## src/rtl/pipe_pkg.sv

```systemverilog
// Shared pipeline types for the MEM stage: FSM state encoding, alignment mask
// and the request snapshot latched when a memory access issues.
package pipe_pkg;

  localparam int XLEN = 32;

  localparam logic [XLEN-1:0] WORD_ALIGN_MASK = 32'hFFFF_FFFC;

  typedef enum logic [1:0] {
    IDLE     = 2'd0,
    WAIT_GNT = 2'd1,
    WAIT_RSP = 2'd2
  } mem_state_t;

  // The access address doubles as the latched ALU result: an access only
  // issues when it is word aligned, so the two are identical.
  typedef struct packed {
    logic [XLEN-1:0] addr;
    logic [XLEN-1:0] wdata;
    logic            we;
    logic [4:0]      rd;
    logic            reg_write;
    logic            mem_to_reg;
  } mem_req_t;

endpackage

```

## src/rtl/mem_stage_if.sv

```systemverilog
// Data-memory port. Handshake: a request transfers on every cycle where
// req && gnt; a read answers later with one rvalid cycle carrying rdata.
interface mem_stage_if #(
  parameter int WIDTH = 32
);
  logic             req;
  logic             we;
  logic [WIDTH-1:0] addr;
  logic [WIDTH-1:0] wdata;
  logic             gnt;
  logic             rvalid;
  logic [WIDTH-1:0] rdata;

  modport master (
    output req, we, addr, wdata,
    input  gnt, rvalid, rdata
  );

  modport slave (
    input  req, we, addr, wdata,
    output gnt, rvalid, rdata
  );
endinterface

```

## src/rtl/mem_stage.sv

```systemverilog
// MEM stage of the 5-stage RISC-V pipeline: drives the data-memory handshake,
// stalls upstream while an access is outstanding, and acts as the MEM/WB register.
module mem_stage
  import pipe_pkg::*;
#(
  parameter int WIDTH = 32
) (
  input  logic             clk,
  input  logic             rst,
  input  logic [WIDTH-1:0] alu_out_in,
  input  logic [WIDTH-1:0] store_data_in,
  input  logic [4:0]       rd_in,
  input  logic             reg_write_in,
  input  logic             mem_read_in,
  input  logic             mem_write_in,
  input  logic             mem_to_reg_in,
  mem_stage_if.master      dmem,
  output logic             stall_o,
  output logic [WIDTH-1:0] wb_data,
  output logic [4:0]       wb_rd,
  output logic             wb_reg_write,
  output logic             misalign_o,
  output logic [WIDTH-1:0] misalign_addr,
  output mem_state_t       state_dbg
);

  mem_state_t state_q, state_d;
  mem_req_t   req_q;

  logic acc, misal, issue, idle_misal;
  logic complete, use_latched;

  logic [WIDTH-1:0] sel_alu;
  logic [4:0]       sel_rd;
  logic             sel_reg_write, sel_mem_to_reg;

  assign acc        = mem_read_in | mem_write_in;
  assign misal      = acc && (alu_out_in[1:0] != 2'b00);
  assign issue      = (state_q == IDLE) && acc && !misal;
  assign idle_misal = (state_q == IDLE) && misal;
  assign state_dbg  = state_q;

  // State register
  always_ff @(posedge clk) begin
    if (rst) state_q <= IDLE;
    else     state_q <= state_d;
  end

  // Next-state logic; a simultaneous read+write is a store
  always_comb begin
    state_d = state_q;
    case (state_q)
      IDLE: begin
        if (issue) begin
          if (!dmem.gnt)        state_d = WAIT_GNT;
          else if (!mem_write_in) state_d = WAIT_RSP;
        end
      end
      WAIT_GNT: begin
        if (dmem.gnt) state_d = req_q.we ? IDLE : WAIT_RSP;
      end
      WAIT_RSP: begin
        if (dmem.rvalid) state_d = IDLE;
      end
      default: state_d = IDLE;
    endcase
  end

  // Output logic: bus drive, stall and writeback-completion qualifiers
  always_comb begin
    dmem.req    = 1'b0;
    dmem.we     = 1'b0;
    dmem.addr   = '0;
    dmem.wdata  = '0;
    stall_o     = 1'b0;
    complete    = 1'b0;
    use_latched = 1'b0;
    case (state_q)
      IDLE: begin
        if (issue) begin
          dmem.req   = 1'b1;
          dmem.we    = mem_write_in;
          dmem.addr  = alu_out_in & WORD_ALIGN_MASK;
          dmem.wdata = store_data_in;
          stall_o    = !(dmem.gnt && mem_write_in);
        end
        complete = !stall_o && !misal;
      end
      WAIT_GNT: begin
        dmem.req    = 1'b1;
        dmem.we     = req_q.we;
        dmem.addr   = req_q.addr;
        dmem.wdata  = req_q.wdata;
        stall_o     = !(dmem.gnt && req_q.we);
        complete    = !stall_o;
        use_latched = 1'b1;
      end
      WAIT_RSP: begin
        stall_o     = !dmem.rvalid;
        complete    = dmem.rvalid;
        use_latched = 1'b1;
      end
      default: ;
    endcase
  end

  assign sel_alu        = use_latched ? req_q.addr       : alu_out_in;
  assign sel_rd         = use_latched ? req_q.rd         : rd_in;
  assign sel_reg_write  = use_latched ? req_q.reg_write  : reg_write_in;
  assign sel_mem_to_reg = use_latched ? req_q.mem_to_reg : mem_to_reg_in;

  // Request snapshot, writeback register and misalignment report
  always_ff @(posedge clk) begin
    if (rst) begin
      req_q         <= '0;
      wb_data       <= '0;
      wb_rd         <= '0;
      wb_reg_write  <= 1'b0;
      misalign_o    <= 1'b0;
      misalign_addr <= '0;
    end else begin
      misalign_o <= idle_misal;
      if (idle_misal) misalign_addr <= alu_out_in;
      if (issue) begin
        req_q.addr       <= alu_out_in & WORD_ALIGN_MASK;
        req_q.wdata      <= store_data_in;
        req_q.we         <= mem_write_in;
        req_q.rd         <= rd_in;
        req_q.reg_write  <= reg_write_in;
        req_q.mem_to_reg <= mem_to_reg_in;
      end
      if (complete) begin
        wb_data      <= sel_mem_to_reg ? dmem.rdata : sel_alu;
        wb_rd        <= sel_rd;
        wb_reg_write <= sel_reg_write && (sel_rd != 5'd0);
      end else begin
        wb_reg_write <= 1'b0;
      end
    end
  end

endmodule

```

## src/flat_wrapper.sv

```systemverilog
// flat-port wrapper written by rule: the top's interface ports become plain ports
module mem_stage_flat import pipe_pkg::*;
#(
  parameter int WIDTH = 32
)
  (clk, rst, alu_out_in, store_data_in, rd_in, reg_write_in, mem_read_in, mem_write_in, mem_to_reg_in, stall_o, wb_data, wb_rd, wb_reg_write, misalign_o, misalign_addr, state_dbg, dmem_req, dmem_we, dmem_addr, dmem_wdata, dmem_gnt, dmem_rvalid, dmem_rdata);
  mem_stage_if #(.WIDTH(WIDTH)) dmem_i ();
  input  logic clk;
  input  logic rst;
  input  logic [WIDTH-1:0] alu_out_in;
  input  logic [WIDTH-1:0] store_data_in;
  input  logic [4:0] rd_in;
  input  logic reg_write_in;
  input  logic mem_read_in;
  input  logic mem_write_in;
  input  logic mem_to_reg_in;
  output logic stall_o;
  output logic [WIDTH-1:0] wb_data;
  output logic [4:0] wb_rd;
  output logic wb_reg_write;
  output logic misalign_o;
  output logic [WIDTH-1:0] misalign_addr;
  output mem_state_t state_dbg;
  output wire logic [$bits(dmem_i.req)-1:0] dmem_req;
  output wire logic [$bits(dmem_i.we)-1:0] dmem_we;
  output wire logic [$bits(dmem_i.addr)-1:0] dmem_addr;
  output wire logic [$bits(dmem_i.wdata)-1:0] dmem_wdata;
  input wire logic [$bits(dmem_i.gnt)-1:0] dmem_gnt;
  input wire logic [$bits(dmem_i.rvalid)-1:0] dmem_rvalid;
  input wire logic [$bits(dmem_i.rdata)-1:0] dmem_rdata;
  assign dmem_req = dmem_i.req;
  assign dmem_we = dmem_i.we;
  assign dmem_addr = dmem_i.addr;
  assign dmem_wdata = dmem_i.wdata;
  assign dmem_i.gnt = dmem_gnt;
  assign dmem_i.rvalid = dmem_rvalid;
  assign dmem_i.rdata = dmem_rdata;
  mem_stage #(.WIDTH(WIDTH)) u_core (.clk(clk), .rst(rst), .alu_out_in(alu_out_in), .store_data_in(store_data_in), .rd_in(rd_in), .reg_write_in(reg_write_in), .mem_read_in(mem_read_in), .mem_write_in(mem_write_in), .mem_to_reg_in(mem_to_reg_in), .dmem(dmem_i), .stall_o(stall_o), .wb_data(wb_data), .wb_rd(wb_rd), .wb_reg_write(wb_reg_write), .misalign_o(misalign_o), .misalign_addr(misalign_addr), .state_dbg(state_dbg));
endmodule
```

## config.mk

```make
export PLATFORM = sky130hd
export DESIGN_NAME = mem_stage_flat
export DESIGN_NICKNAME = d
export VERILOG_FILES = /design/src/rtl/pipe_pkg.sv /design/src/rtl/mem_stage_if.sv /design/src/rtl/mem_stage.sv /design/src/flat_wrapper.sv
export SDC_FILE = /design/constraint.sdc
export NUM_CORES = 1
export LEC_CHECK = 0
export ABC_AREA = 0
export BUFFER_PORTS_ARGS = -buffer_cell sky130_fd_sc_hd__buf_2
export CAP_MARGIN = 20
export CORE_ASPECT_RATIO = 1.25
export CORE_UTILIZATION = 53
export DETAILED_ROUTE_END_ITERATION = 8
export GPL_TIMING_DRIVEN = 0
export PLACE_DENSITY = 0.92
export SYNTH_ARGS = -nofsm -noshare
export SYNTH_HDL_FRONTEND = slang
export SYNTH_SLANG_ARGS = --single-unit
```

## constraint.sdc

```tcl
create_clock -name clk -period 3.17 [get_ports clk]
set_input_delay 0.4755 -clock clk [delete_from_list [all_inputs] [get_ports clk]]
set_output_delay 0.4755 -clock clk [all_outputs]
set_load 0.005 [all_outputs]
```

# Word level (Yosys, flattened, before mapping)

Cells that the tools add are included.

Input bits: 109
Output and inout bits: 140
Register bits: 143
Logic and storage cells: 64

Bitwise operators: 2
Equal/unequal tests: 6
Multiplexer cells: 25
Reductions and logical operators: 19

Operator list:

| operator             | number |
|---|---|
| $mux W32             | 4 |
| $pmux W32 S2         | 2 |
| $mux W2              | 6 |
| $logic_and A1 B1 Y1  | 8 |
| $mux W1              | 7 |
| $pmux W1 S3          | 2 |
| $pmux W2 S3          | 1 |
| $logic_not A1 Y1     | 5 |
| $mux W5              | 1 |
| $reduce_bool A5 Y1   | 1 |
| $ne A2 B2 Y1 const B | 2 |
| $pmux W1 S2          | 2 |
| $reduce_and A4 Y1    | 1 |
| $reduce_or A2 Y1     | 2 |
| $ne A3 B3 Y1 const B | 1 |
| $eq A2 B1 Y1 const B | 1 |
| $eq A2 B2 Y1 const B | 1 |
| $logic_not A2 Y1     | 1 |
| $ne A2 B1 Y1 const B | 1 |
| $reduce_bool A2 Y1   | 1 |
| $not A1 Y1           | 1 |
| $or A1 B1 Y1         | 1 |

# Depth between registers and ports, before layout

Gate-level depths: netlist (run 1).

Depth in word-level cells: 11
Mapped depth: 9

# Least setup slack after synthesis (run 1)

OpenSTA, ideal clock, no wires.

Path type: register to output
From: register u_core.state_q[1], in the netlist u_core.state_dbg[1]
To: output dmem_req
Setup slack: 0.982 ns
Stages on the path, launching flop included: 9
Arrival: 1.713 ns
Path through: dfxtp_1 -> inv_1 -> ha_1 -> buf_4 -> or3b_4 -> or2_1 -> buf_4 -> buf_6 -> nand2b_1

Cells in the longest elaborated chain, start to end: 5
Elaborated cells between the ends (all ways): 6
Classes of those cells: 1 x eq/ne; 2 x mux; 3 x reduce/logical

RTL lines:

| item                             | RTL line                         | text |
|---|---|---|
| start, declared                  | mem_stage.sv:27                  | `mem_state_t state_q, state_d;` |
| start signal, assigned           | mem_stage.sv:46                  | `else state_q <= state_d;` |
| $logic_not A2 Y1                 | mem_stage.sv:39, mem_stage.sv:78 |  |
| $logic_and A1 B1 Y1 (2 in a row) | mem_stage.sv:39                  | `assign issue = (state_q == IDLE) && acc && !misal;` |
| $mux W1                          | mem_stage.sv:80                  | `if (issue) begin` |
| $pmux W1 S2 *                    | mem_stage.sv:78                  | `case (state_q)` |
| end, declared                    | flat_wrapper.sv:24               | `output wire logic [$bits(dmem_i.req)-1:0] dmem_req;` |

Mark *: on every way between the ends. The rest lies on a longest branch, timed or not.

# Final worst setup path (run 1)

From: register u_core.state_q[1], in the netlist u_core.state_dbg[1]
To: output dmem_addr[6]

Cells in the longest elaborated chain, start to end: 5
Elaborated cells between the ends (all ways): 6
Classes of those cells: 1 x eq/ne; 2 x mux; 3 x reduce/logical

RTL lines:

| item                             | RTL line                         | text |
|---|---|---|
| $logic_not A2 Y1                 | mem_stage.sv:39, mem_stage.sv:78 |  |
| $logic_and A1 B1 Y1 (2 in a row) | mem_stage.sv:39                  |  |
| $mux W32                         | mem_stage.sv:80                  |  |
| $pmux W32 S2 *                   | mem_stage.sv:78                  |  |
| end, declared                    | flat_wrapper.sv:26               | `output wire logic [$bits(dmem_i.addr)-1:0] dmem_addr;` |

Marked as above.

==> results of run 1 <==
-- cell usage after synthesis (all sizes together), types with 2 or more instances --
cell    instances  area (µm²)
mux2i           8        80.1
nor3           11        55.1
nor2            6        32.5
a32oi           2        17.5
mux2           60         676
nand3          34         170
inv             6        22.5
ha              4        50.1
o21a            2        15.0
dfxtp         143        2860
or4             2        15.0
a21oi         134         671
nand2b          2        12.5
nand2         329        1230
or2             2        12.5
o21ai          36         180
buf            32         220
clkbuf         38         143
a211oi          5        37.5
-- power breakdown --
| part | switching, mW | leakage, nW | total, mW | internal (mW) |
|---|---|---|---|---|
| sequential | 0.137 | 1.17 | 2.18 | 2.05 |
| clock | 0.769 | 0.287 | 2.02 | 1.25 |
| combinational | 1.07 | 2.68 | 1.92 | 0.844 |
| total | 1.98 | 4.13 | 6.12 | 4.14 |
-- worst min-delay path: cells and delay by family --
family                 cells  cell delay [ns]
AOI/OAI and AO/OA          1             0.05
and+or+nand+nor            1             0.05
buffers and inverters      1             0.10
-- through the flow --
stage           util  setup WS (ns)
2_1_floorplan      -          0.982
3_3_place_gp   0.662          0.547
3_5_place_dp   0.662          0.566
4_1_cts        0.711          0.187
5_1_grt        0.711         0.0422
6_report       0.711          0.182
-- area by class of cell --
type | instances | area, µm² | share of cell area
repair buffers | 245 | 1230 | 0.142
inverters | 6 | 22.5 | 0.00260
clock inverters | 10 | 139 | 0.0161
well taps | 164 | 205 | 0.0237
multi-input cells | 652 | 3380 | 0.391
plain buffers | 70 | 363 | 0.0420
clock buffers | 21 | 450 | 0.0521
flip-flops and latches | 143 | 2860 | 0.331
-- per-layer routing --
layer / wire length [µm] / vias up / track usage
li1: - / 3420 / -
met1: 7780 / 3249 / 0.346
met2: 10500 / 359 / 0.576
met3: 1710 / 78 / 0.0837
met4: 915 / 0 / 0.191
met5: 0 / - / 0
-- cells in the final DEF, fill, tap and decap left out, types with 2 or more instances in the layout --
cell | netlist | final
nand2_1 | 329 | 329
buf_2 | 20 | 265
dfxtp_1 | 143 | 143
a21oi_1 | 134 | 134
mux2_2 | 60 | 60
clkbuf_1 | 38 | 41
o21ai_0 | 35 | 35
nand3_1 | 34 | 34
clkbuf_16 | 0 | 17
nor3_1 | 11 | 11
buf_6 | 8 | 8
mux2i_1 | 8 | 8
inv_1 | 6 | 6
a211oi_1 | 5 | 5
buf_4 | 4 | 4
nor2_1 | 4 | 4
ha_1 | 4 | 4
clkinv_4 | 0 | 3
bufinv_16 | 0 | 3
clkinv_2 | 0 | 3
nand2b_1 | 2 | 2
a32oi_1 | 2 | 2
o21a_1 | 2 | 2
or4_1 | 2 | 2
conb_1 | 1 | 2
-- sequential cells by signal (all words and copies together) (netlist names) --
signal and flops:
u_core.wb_data 32, u_core.misalign_o 1, u_core.misalign_addr 32, u_core.req_q 70, u_core.state_dbg 2, u_core.wb_reg_write 1
u_core.wb_rd 5
-- worst max path at each step --
| stage | from | end | slack [ns] | depth (start not counted) |
|---|---|---|---|---|
| after floorplan | u_core.state_dbg[1] | dmem_req | 0.98 | 8 |
| after global placement | u_core.state_dbg[1] | u_core.wb_data[27] | 0.55 | 8 |
| after detailed placement | u_core.state_dbg[1] | u_core.wb_data[20] | 0.57 | 8 |
| after CTS | u_core.state_dbg[1] | dmem_wdata[24] | 0.19 | 9 |
| after global routing | u_core.state_dbg[1] | dmem_wdata[24] | 0.04 | 9 |
| final | u_core.state_dbg[1] | dmem_addr[6] | 0.18 | 9 |
-- logic make-up after synthesis --
group                    Yosys count
AND/OR/NAND/NOR                  392
buffers and inverters             76
flip-flops                       143
multiplexers                      68
AO/OA/AOI/OAI                    186
adder cells (fa/ha/maj)            4
other                              1
==> impl_metrics.env, run 1 <==
export IMPL_status="complete, no violations"
export IMPL_place_congestion=0.927
export IMPL_ant_nets=0
export IMPL_io_pin_count=249
export IMPL_finalHoldViolations=0
export IMPL_finalPower_mw=6.12
export IMPL_cts_resized=0
export IMPL_yosys_warnings=0
export IMPL_rsz0062_at_grt="no"
export IMPL_drive_above_1_share=0.323
export IMPL_critPathKind="reg2out"
export IMPL_reg2reg_from="u_core.state_dbg[1]"
export IMPL_cp_arrival_ns=2.51
export IMPL_grt_total_usage=0.327
export IMPL_cap_viol_max_count=0
export IMPL_synth_edff_count=0
export IMPL_synth_simple_area_share=0.239
export IMPL_setup_violations=0
export IMPL_layout_nets=1248
export IMPL_coreArea_mm2=0.0122
export IMPL_routed_wl_um=20900
export IMPL_cts_htree_levels=4
export IMPL_route_detailed_drc=0
export IMPL_synth_ff_type="dfxtp_1"
export IMPL_synth_compound_area_frac=0.148
export IMPL_grt_pass1_wl_um=32500
export IMPL_setup_tns_ns=0
export IMPL_syn_inst=870
export IMPL_synth_top_family_by_area="simple AND/OR/NAND/NOR gates"
export IMPL_fp_dieW_um=102
export IMPL_worst_pin_slew_ns=0.897
export IMPL_synth_area_mm2=0.00662
export IMPL_viasPerCell=5.42
export IMPL_synth_async_reset_ratio=0
export IMPL_layout_min_cycle_time_ns=2.99
export IMPL_skew_ns=0.00857
export IMPL_num_rows=45
export IMPL_crit_family="simple AND/OR/NAND/NOR gates"
export IMPL_power_density_mw_per_mm2=708
export IMPL_hp_start="reg_write_in"
export IMPL_clockBufferDepth=2
export IMPL_dp_cells=1280
export IMPL_reg2regPathDepth=8
export IMPL_numCtsBuffers=17
export IMPL_drt_initial_drc_count=362
export IMPL_path_clk_slew_ns=0.06
export IMPL_finalCritPeriodShare=0.942
export IMPL_synth_mux_area_frac=0.114
export IMPL_critPathSlowestCell="or3b_4"
export IMPL_path_cells="inv_1 -> ha_1 -> buf_4 -> or3b_4 -> nor2_4 -> buf_2 -> nand2_1 -> nand2_1 -> buf_2"
export IMPL_dp_hpwl_um=15500
export IMPL_post_drt_wl_per_cell_um=16.0
export IMPL_vias=7106
export IMPL_avgSynthCellArea_um2=7.61
export IMPL_crit_path_end_kind="output port"
export IMPL_dr_pass1_iters=5
export IMPL_antenna_cells=0
export IMPL_min_path_type="in2reg"
export IMPL_relSlewSlack=0.400
export IMPL_r2r_setup_slack_ns=0.55
export IMPL_clk_latency_ns=0.42
export IMPL_fill_cells=1009
export IMPL_synthXorXnorAreaFrac=0
export IMPL_drv_slew=0
export IMPL_cts_tree="built"
export IMPL_clockRootBuffer="clkbuf_16"
export IMPL_grt_pass1_vias=6933
export IMPL_ys_types=39
export IMPL_ys_ff_latch=143
export IMPL_crit_required_ns=2.69
export IMPL_yosys_area_share_adder=0.00756
export IMPL_fin_cells=1311
export IMPL_final_cell_area_mm2=0.00865
export IMPL_post_dp_cell_area_mm2=0.00806
export IMPL_start_kind="register"
export IMPL_fp_dieH_um=127
export IMPL_hold_slack_ns=0.307
export IMPL_fmax_mhz=335
export IMPL_start_util=0.544
export IMPL_cts_hold_buf=0
export IMPL_grt_overflow=0
export IMPL_power_leakage_nw=4.13
export IMPL_reg2reg_to="u_core.wb_data[16]"
export IMPL_hold_path_endpoint="u_core.req_q[1]"
export IMPL_slowest_delay_ns=0.42
export IMPL_ys_seq_area_frac=0.432
export IMPL_clock_sinks=143
export IMPL_cp_buffers_inverters=4
export IMPL_critical_path_max_fanout=10
export IMPL_hold_path_depth=3
export IMPL_post_cts_repair_setup_buffers=0
export IMPL_io_buffer_count=245
export IMPL_die_area_mm2=0.0129
export IMPL_ir_worst_vdd_mv=0.461
export IMPL_antenna_found_initial=0
export IMPL_syn_to_final_growth_pct=30.6
export IMPL_grt_max_degree=17
Note: power is estimated with default switching activity, not from simulation.
==> run 2: changes to the inputs <==
--- a/config.mk
+++ b/config.mk
@@ -10,8 +10,9 @@
 export CAP_MARGIN = 20
 export CORE_ASPECT_RATIO = 1.25
 export CORE_UTILIZATION = 53
+export CTS_CLUSTER_DIAMETER = 80
 export DETAILED_ROUTE_END_ITERATION = 8
-export GPL_TIMING_DRIVEN = 0
+export GPL_TIMING_DRIVEN = 1
 export PLACE_DENSITY = 0.92
 export SYNTH_ARGS = -nofsm -noshare
 export SYNTH_HDL_FRONTEND = slang
==> run 2 against run 1 <==
Compared with the run above: combinational power fell by 4%; utilization fell by 1.3 points; fmax rose by 2.0%; first-iteration DRC count fell by 6.6%; total power rose by 0.16%; clock power rose by 5%; setup slack improved by 0.059 ns; final area fell by 1.9%; flip-flop and latch count did not move; largest power group unchanged.
==> impl_metrics.env, run 2 (synthesis results as in run 1) <==
export IMPL_multi_input_area_mm2=0.00341
export IMPL_rsz0062_at_grt="no"
export IMPL_fin_util=0.698
export IMPL_cap_viol_max_count=0
export IMPL_power_leakage_nw=4.04
export IMPL_post_dp_cell_area_mm2=0.00786
export IMPL_path_cells="inv_1 -> ha_2 -> or3b_4 -> or2_2 -> nand2b_1 -> buf_2"
export IMPL_cts_tree="built"
export IMPL_start_kind="register"
export IMPL_grt_max_degree=57
export IMPL_clockBufferDepth=2
export IMPL_status="complete, no violations"
export IMPL_dr_pass1_iters=6
export IMPL_cp_arrival_ns=2.45
export IMPL_ir_worst_vdd_mv=0.379
export IMPL_clock_sinks=143
export IMPL_top_register="u_core.req_q"
export IMPL_worst_pin_slew_ns=0.924
export IMPL_finalCritPeriodShare=0.924
export IMPL_slowest_delay_ns=0.55
export IMPL_drv_slew=0
export IMPL_hp_start="alu_out_in[9]"
export IMPL_mostFrequentLayoutCell="nand2_1"
export IMPL_relSlewSlack=0.383
export IMPL_largestRegisters="u_core.req_q (70), u_core.misalign_addr (32), u_core.wb_data (32)"
export IMPL_fill_cells=982
export IMPL_reg2reg_from="u_core.state_dbg[1]"
export IMPL_place_congestion=0.853
export IMPL_ant_nets=0
export IMPL_layout_common_cells="nand2_1, buf_2, dfxtp_1, a21oi_1, mux2_2"
export IMPL_fmax_mhz=341
export IMPL_vias=6865
export IMPL_critPathSlowestCell="or2_2"
export IMPL_drive_above_1_share=0.332
export IMPL_clockRootBuffer="clkbuf_16"
export IMPL_post_drt_wl_per_cell_um=15.3
export IMPL_layout_nets=1195
export IMPL_finalHoldViolations=0
export IMPL_path_clk_slew_ns=0.06
export IMPL_grt_overflow=0
export IMPL_viasPerCell=5.46
export IMPL_routed_wl_um=19300
export IMPL_crit_required_ns=2.69
export IMPL_numCtsBuffers=17
export IMPL_antenna_cells=0
export IMPL_place_ws_ns=0.700
export IMPL_power_density_mw_per_mm2=722
export IMPL_fp_dieW_um=102
export IMPL_critical_path_max_fanout=25
export IMPL_setup_violations=0
export IMPL_grt_pass1_vias=6554
export IMPL_cts_resized=0
export IMPL_largest_reg_flops=70
export IMPL_critPathKind="reg2out"
export IMPL_fp_dieH_um=127
export IMPL_crit_path_end_kind="output port"
export IMPL_io_buffer_count=246
export IMPL_grt_pass1_wl_um=30500
export IMPL_die_area_mm2=0.0129
export IMPL_clk_latency_ns=0.41
export IMPL_skew_ns=0.0116
export IMPL_start_util=0.544
export IMPL_dp_hpwl_um=13200
export IMPL_cts_htree_levels=4
export IMPL_io_pin_count=249
export IMPL_layout_min_cycle_time_ns=2.93
export IMPL_final_cell_area_mm2=0.00849
export IMPL_crit_start="u_core.state_dbg[1]"
export IMPL_route_detailed_drc=0
export IMPL_syn_to_final_growth_pct=28.2
export IMPL_coreArea_mm2=0.0122
export IMPL_seq_area_mm2=0.00286
export IMPL_num_rows=45
export IMPL_min_path_type="in2reg"
export IMPL_r2r_setup_slack_ns=0.65
export IMPL_setup_tns_ns=0
export IMPL_cts_hold_buf=0
export IMPL_drt_initial_drc_count=338
export IMPL_layout_setup_ws_ns=0.242
export IMPL_grt_total_usage=0.301
export IMPL_post_cts_repair_setup_buffers=0
export IMPL_antenna_found_initial=0
[run 2: report_power, final]
part           internal, mW  switching [mW]  leakage [nW]
combinational         0.812            1.02          2.57
sequential             2.05           0.132          1.17
clock                  1.36           0.759         0.300
total                  4.22            1.91          4.04
[run 2: final timing paths]
check,endpoint,depth (start not counted)
worst max register to register,u_core.req_q[65],7
worst min register to register,u_core.misalign_addr[18],2
worst max-delay path,dmem_req,6
worst min-delay path,u_core.misalign_addr[9],3
[run 2: layout make-up]
cell class              count  area share
well taps                 164      0.0242
multi-input cells         652       0.401
flip-flops and latches    143       0.337
inverters                   6     0.00265
repair buffers            262       0.161
clock inverters             9      0.0187
clock buffers              22      0.0547
[run 2: metal layers]
metal / global-route usage / share of wire / vias up
met2: 0.534 / 0.50 / 341
met4: 0.146 / 0.037 / 0
met1: 0.326 / 0.38 / 3137
met3: 0.0815 / 0.085 / 65
met5: 0 / 0 / -
li1: - / - / 3322
[run 2: per-stage QoR]
step | hold slack (ns) | cells | power [mW]
detailed placement | 0.444 | 1227 | 4.03
floorplan | 0.437 | 871 | 3.41
global route | 0.302 | 1258 | 6.44
global placement | 0.438 | 1227 | 3.99
CTS | 0.302 | 1258 | 6.14
finish | 0.321 | 1258 | 6.13
[run 2: worst max-delay path: cells and delay by family, from the launching register on]
family | cells | cell delay [ns]
fa+ha+maj | 1 | 0.28
buf+inv | 2 | 0.25
flops | 1 | 0.34
simple gates | 3 | 1.17
==> run 3: changes to the inputs <==
--- a/config.mk
+++ b/config.mk
@@ -5,15 +5,15 @@
 export SDC_FILE = /design/constraint.sdc
 export NUM_CORES = 1
 export LEC_CHECK = 0
-export ABC_AREA = 0
+export ABC_AREA = 1
 export BUFFER_PORTS_ARGS = -buffer_cell sky130_fd_sc_hd__buf_2
-export CAP_MARGIN = 20
+export CAP_MARGIN = 25
 export CORE_ASPECT_RATIO = 1.25
-export CORE_UTILIZATION = 53
+export CORE_UTILIZATION = 25
 export CTS_CLUSTER_DIAMETER = 80
 export DETAILED_ROUTE_END_ITERATION = 8
 export GPL_TIMING_DRIVEN = 1
-export PLACE_DENSITY = 0.92
+export PLACE_DENSITY = 0.53
 export SYNTH_ARGS = -nofsm -noshare
 export SYNTH_HDL_FRONTEND = slang
 export SYNTH_SLANG_ARGS = --single-unit
==> run 3 against run 2 <==
Compared with the run above: non-clock buffer count fell by 1; clock skew fell by 0.0038 ns; setup slack improved by 0.13 ns; die area rose by 110%; worst hold slack got worse by 0.014 ns; total power increased by 23%; final area increased by 3.7%; wire length is 21% higher; fmax is 4.5% higher; combinational power grew 77%; critical endpoint is now dmem_addr[11]; highest routed layer unchanged.
==> impl_metrics.env, run 3 <==
export IMPL_drv_slew=0
export IMPL_synth_most_common_cell="nand2_1"
export IMPL_grt_pass1_vias=6464
export IMPL_cts_hold_buf=0
export IMPL_critical_path_max_fanout=24
export IMPL_ys_top_cells_by_count="nand2_1, dfxtp_1, a21oi_1, nor2_1, o21ai_0"
export IMPL_power_leakage_nw=4.56
export IMPL_ys_ff_latch=143
export IMPL_start_util=0.254
export IMPL_fill_cells=2936
export IMPL_status="complete, no violations"
export IMPL_grt_total_usage=0.166
export IMPL_synth_async_reset_ratio=0
export IMPL_cts_htree_levels=4
export IMPL_io_pin_count=249
export IMPL_start_kind="register"
export IMPL_finalCritPeriodShare=0.884
export IMPL_setup_violations=0
export IMPL_numCtsBuffers=17
export IMPL_cts_tree="built"
export IMPL_post_drt_wl_per_cell_um=14.4
export IMPL_synth_area_mm2=0.00679
export IMPL_synth_top_area_frac=0.422
export IMPL_synth_edff_count=0
export IMPL_crit_path_end_kind="output port"
export IMPL_fmax_mhz=357
export IMPL_drt_initial_drc_count=448
export IMPL_finalHoldViolations=0
export IMPL_synth_ff_type="dfxtp_1"
export IMPL_worst_pin_slew_ns=0.834
export IMPL_io_buffer_count=246
export IMPL_path_clk_slew_ns=0.06
export IMPL_clk_latency_ns=0.43
export IMPL_cap_viol_max_count=0
export IMPL_fp_dieH_um=186
export IMPL_top_register="u_core.req_q"
export IMPL_coreArea_mm2=0.0267
export IMPL_cts_resized=0
export IMPL_layout_min_cycle_time_ns=2.80
export IMPL_critPathKind="reg2out"
export IMPL_power_density_mw_per_mm2=860
export IMPL_grt_max_degree=79
export IMPL_finalPower_mw=7.57
export IMPL_layout_nets=1373
export IMPL_layout_common_cells="nand2_1, buf_2, dfxtp_1, a21oi_1, nor2_1"
export IMPL_clock_sinks=143
export IMPL_ys_seq_area_frac=0.422
export IMPL_largest_reg_flops=70
export IMPL_place_congestion=0.813
export IMPL_ys_types=26
export IMPL_slowest_delay_ns=0.45
export IMPL_synth_top_area_cell="dfxtp_1"
export IMPL_grt_pass1_wl_um=35500
export IMPL_path_cells="inv_1 -> ha_1 -> nand3_4 -> inv_2 -> buf_4 -> nand2_1 -> nand2_1 -> buf_2"
export IMPL_crit_required_ns=2.69
export IMPL_viasPerCell=4.39
export IMPL_skew_ns=0.00779
export IMPL_mostFrequentLayoutCell="nand2_1"
export IMPL_route_detailed_drc=0
export IMPL_grt_overflow=0
export IMPL_ant_nets=0
export IMPL_num_rows=67
export IMPL_clockRootBuffer="clkbuf_16"
export IMPL_avgSynthCellArea_um2=6.45
export IMPL_setup_tns_ns=0
export IMPL_rsz0062_at_grt="no"
export IMPL_critPathSlowestCell="inv_2"
export IMPL_syn_inst=1052
export IMPL_min_path_type="in2reg"
export IMPL_ir_worst_vdd_mv=0.407
export IMPL_antenna_found_initial=1
export IMPL_clockBufferDepth=2
export IMPL_critPathMostFrequentCell="nand2_1"
export IMPL_drive_above_1_share=0.240
export IMPL_dp_hpwl_um=16500
export IMPL_routed_wl_um=23400
export IMPL_post_cts_repair_setup_buffers=0
export IMPL_largestRegisters="u_core.req_q (70), u_core.misalign_addr (32), u_core.wb_data (32)"
export IMPL_cp_arrival_ns=2.33
export IMPL_synthTopCellsByArea="dfxtp_1, nand2_1, a21oi_1, nor2_1, nand3b_1"
export IMPL_vias=7107
export IMPL_yosys_warnings=0
export IMPL_dr_pass1_iters=6
export IMPL_fp_dieW_um=149
export IMPL_relSlewSlack=0.444
export IMPL_die_area_mm2=0.0278
export IMPL_syn_to_final_growth_pct=29.7
## run 3: worst paths after layout
kind | startpoint | slack, ns | cells past startpoint | end
hold / removal | rd_in[4] | 0.31 | 3 | u_core.req_q[6]
setup reg to reg | u_core.state_dbg[0] | 0.74 | 11 | u_core.wb_data[10]
hold reg to reg | u_core.req_q[3] | 0.45 | 2 | u_core.req_q[3]
setup / recovery | u_core.state_dbg[0] | 0.37 | 8 | dmem_addr[11]
## run 3: cells by family (layout without fill, tap and decap cells)
logic type / count (synthesis) / in the layout / share of synthesized area
DFF: 143 / 143 / 0.422
other: 1 / 3 / 0.000552
buffers and inverters: 98 / 318 / 0.0693
adders and majority gates: 4 / 4 / 0.00737
and+or+nand+nor: 642 / 642 / 0.379
AOI/OAI and AO/OA: 164 / 164 / 0.122
## run 3: through the flow
step | hold slack (ns) | instances | setup WS (ns) | util | area (µm²)
floorplan | 0.425 | 1053 | 1.38 | - | 6790
finish | 0.307 | 1619 | 0.367 | 0.329 | 8800
global placement | 0.433 | 1586 | 0.775 | 0.308 | 8230
detailed placement | 0.437 | 1586 | 0.716 | 0.308 | 8230
CTS | 0.291 | 1618 | 0.258 | 0.329 | 8800
global route | 0.293 | 1619 | 0.163 | 0.329 | 8800
## run 3: power by group
part	switching [mW]	internal [mW]
registers	0.182	2.16
clock network	0.826	1.16
logic	2.12	1.13
total	3.13	4.44
## run 3: layout make-up
class,count,area (µm²),area share
clock inverter,14,145,0.0165
tap,345,432,0.0490
timing repair buffer,261,1370,0.156
antenna,1,2.50,0.000284
clock buffer,18,429,0.0488
sequential,143,2860,0.325
inverter,25,93.8,0.0107
multi-input combinational,812,3470,0.394
## run 3: worst max-delay path: cells and delay by family, from the launching register on
| kind | cells | cell delay [ns] |
|---|---|---|
| DFF | 1 | 0.34 |
| adders and majority gates | 1 | 0.33 |
| buffers and inverters | 4 | 0.97 |
| and+or+nand+nor | 3 | 0.26 |
## run 3: layer usage
layer / wire [µm] / vias to the layer above / GRT usage
met5: 0 / - / 0
met2: 11200 / 190 / 0.273
met3: 1330 / 21 / 0.0432
met4: 434 / 0 / 0.0539
met1: 10400 / 3175 / 0.211
li1: - / 3721 / -
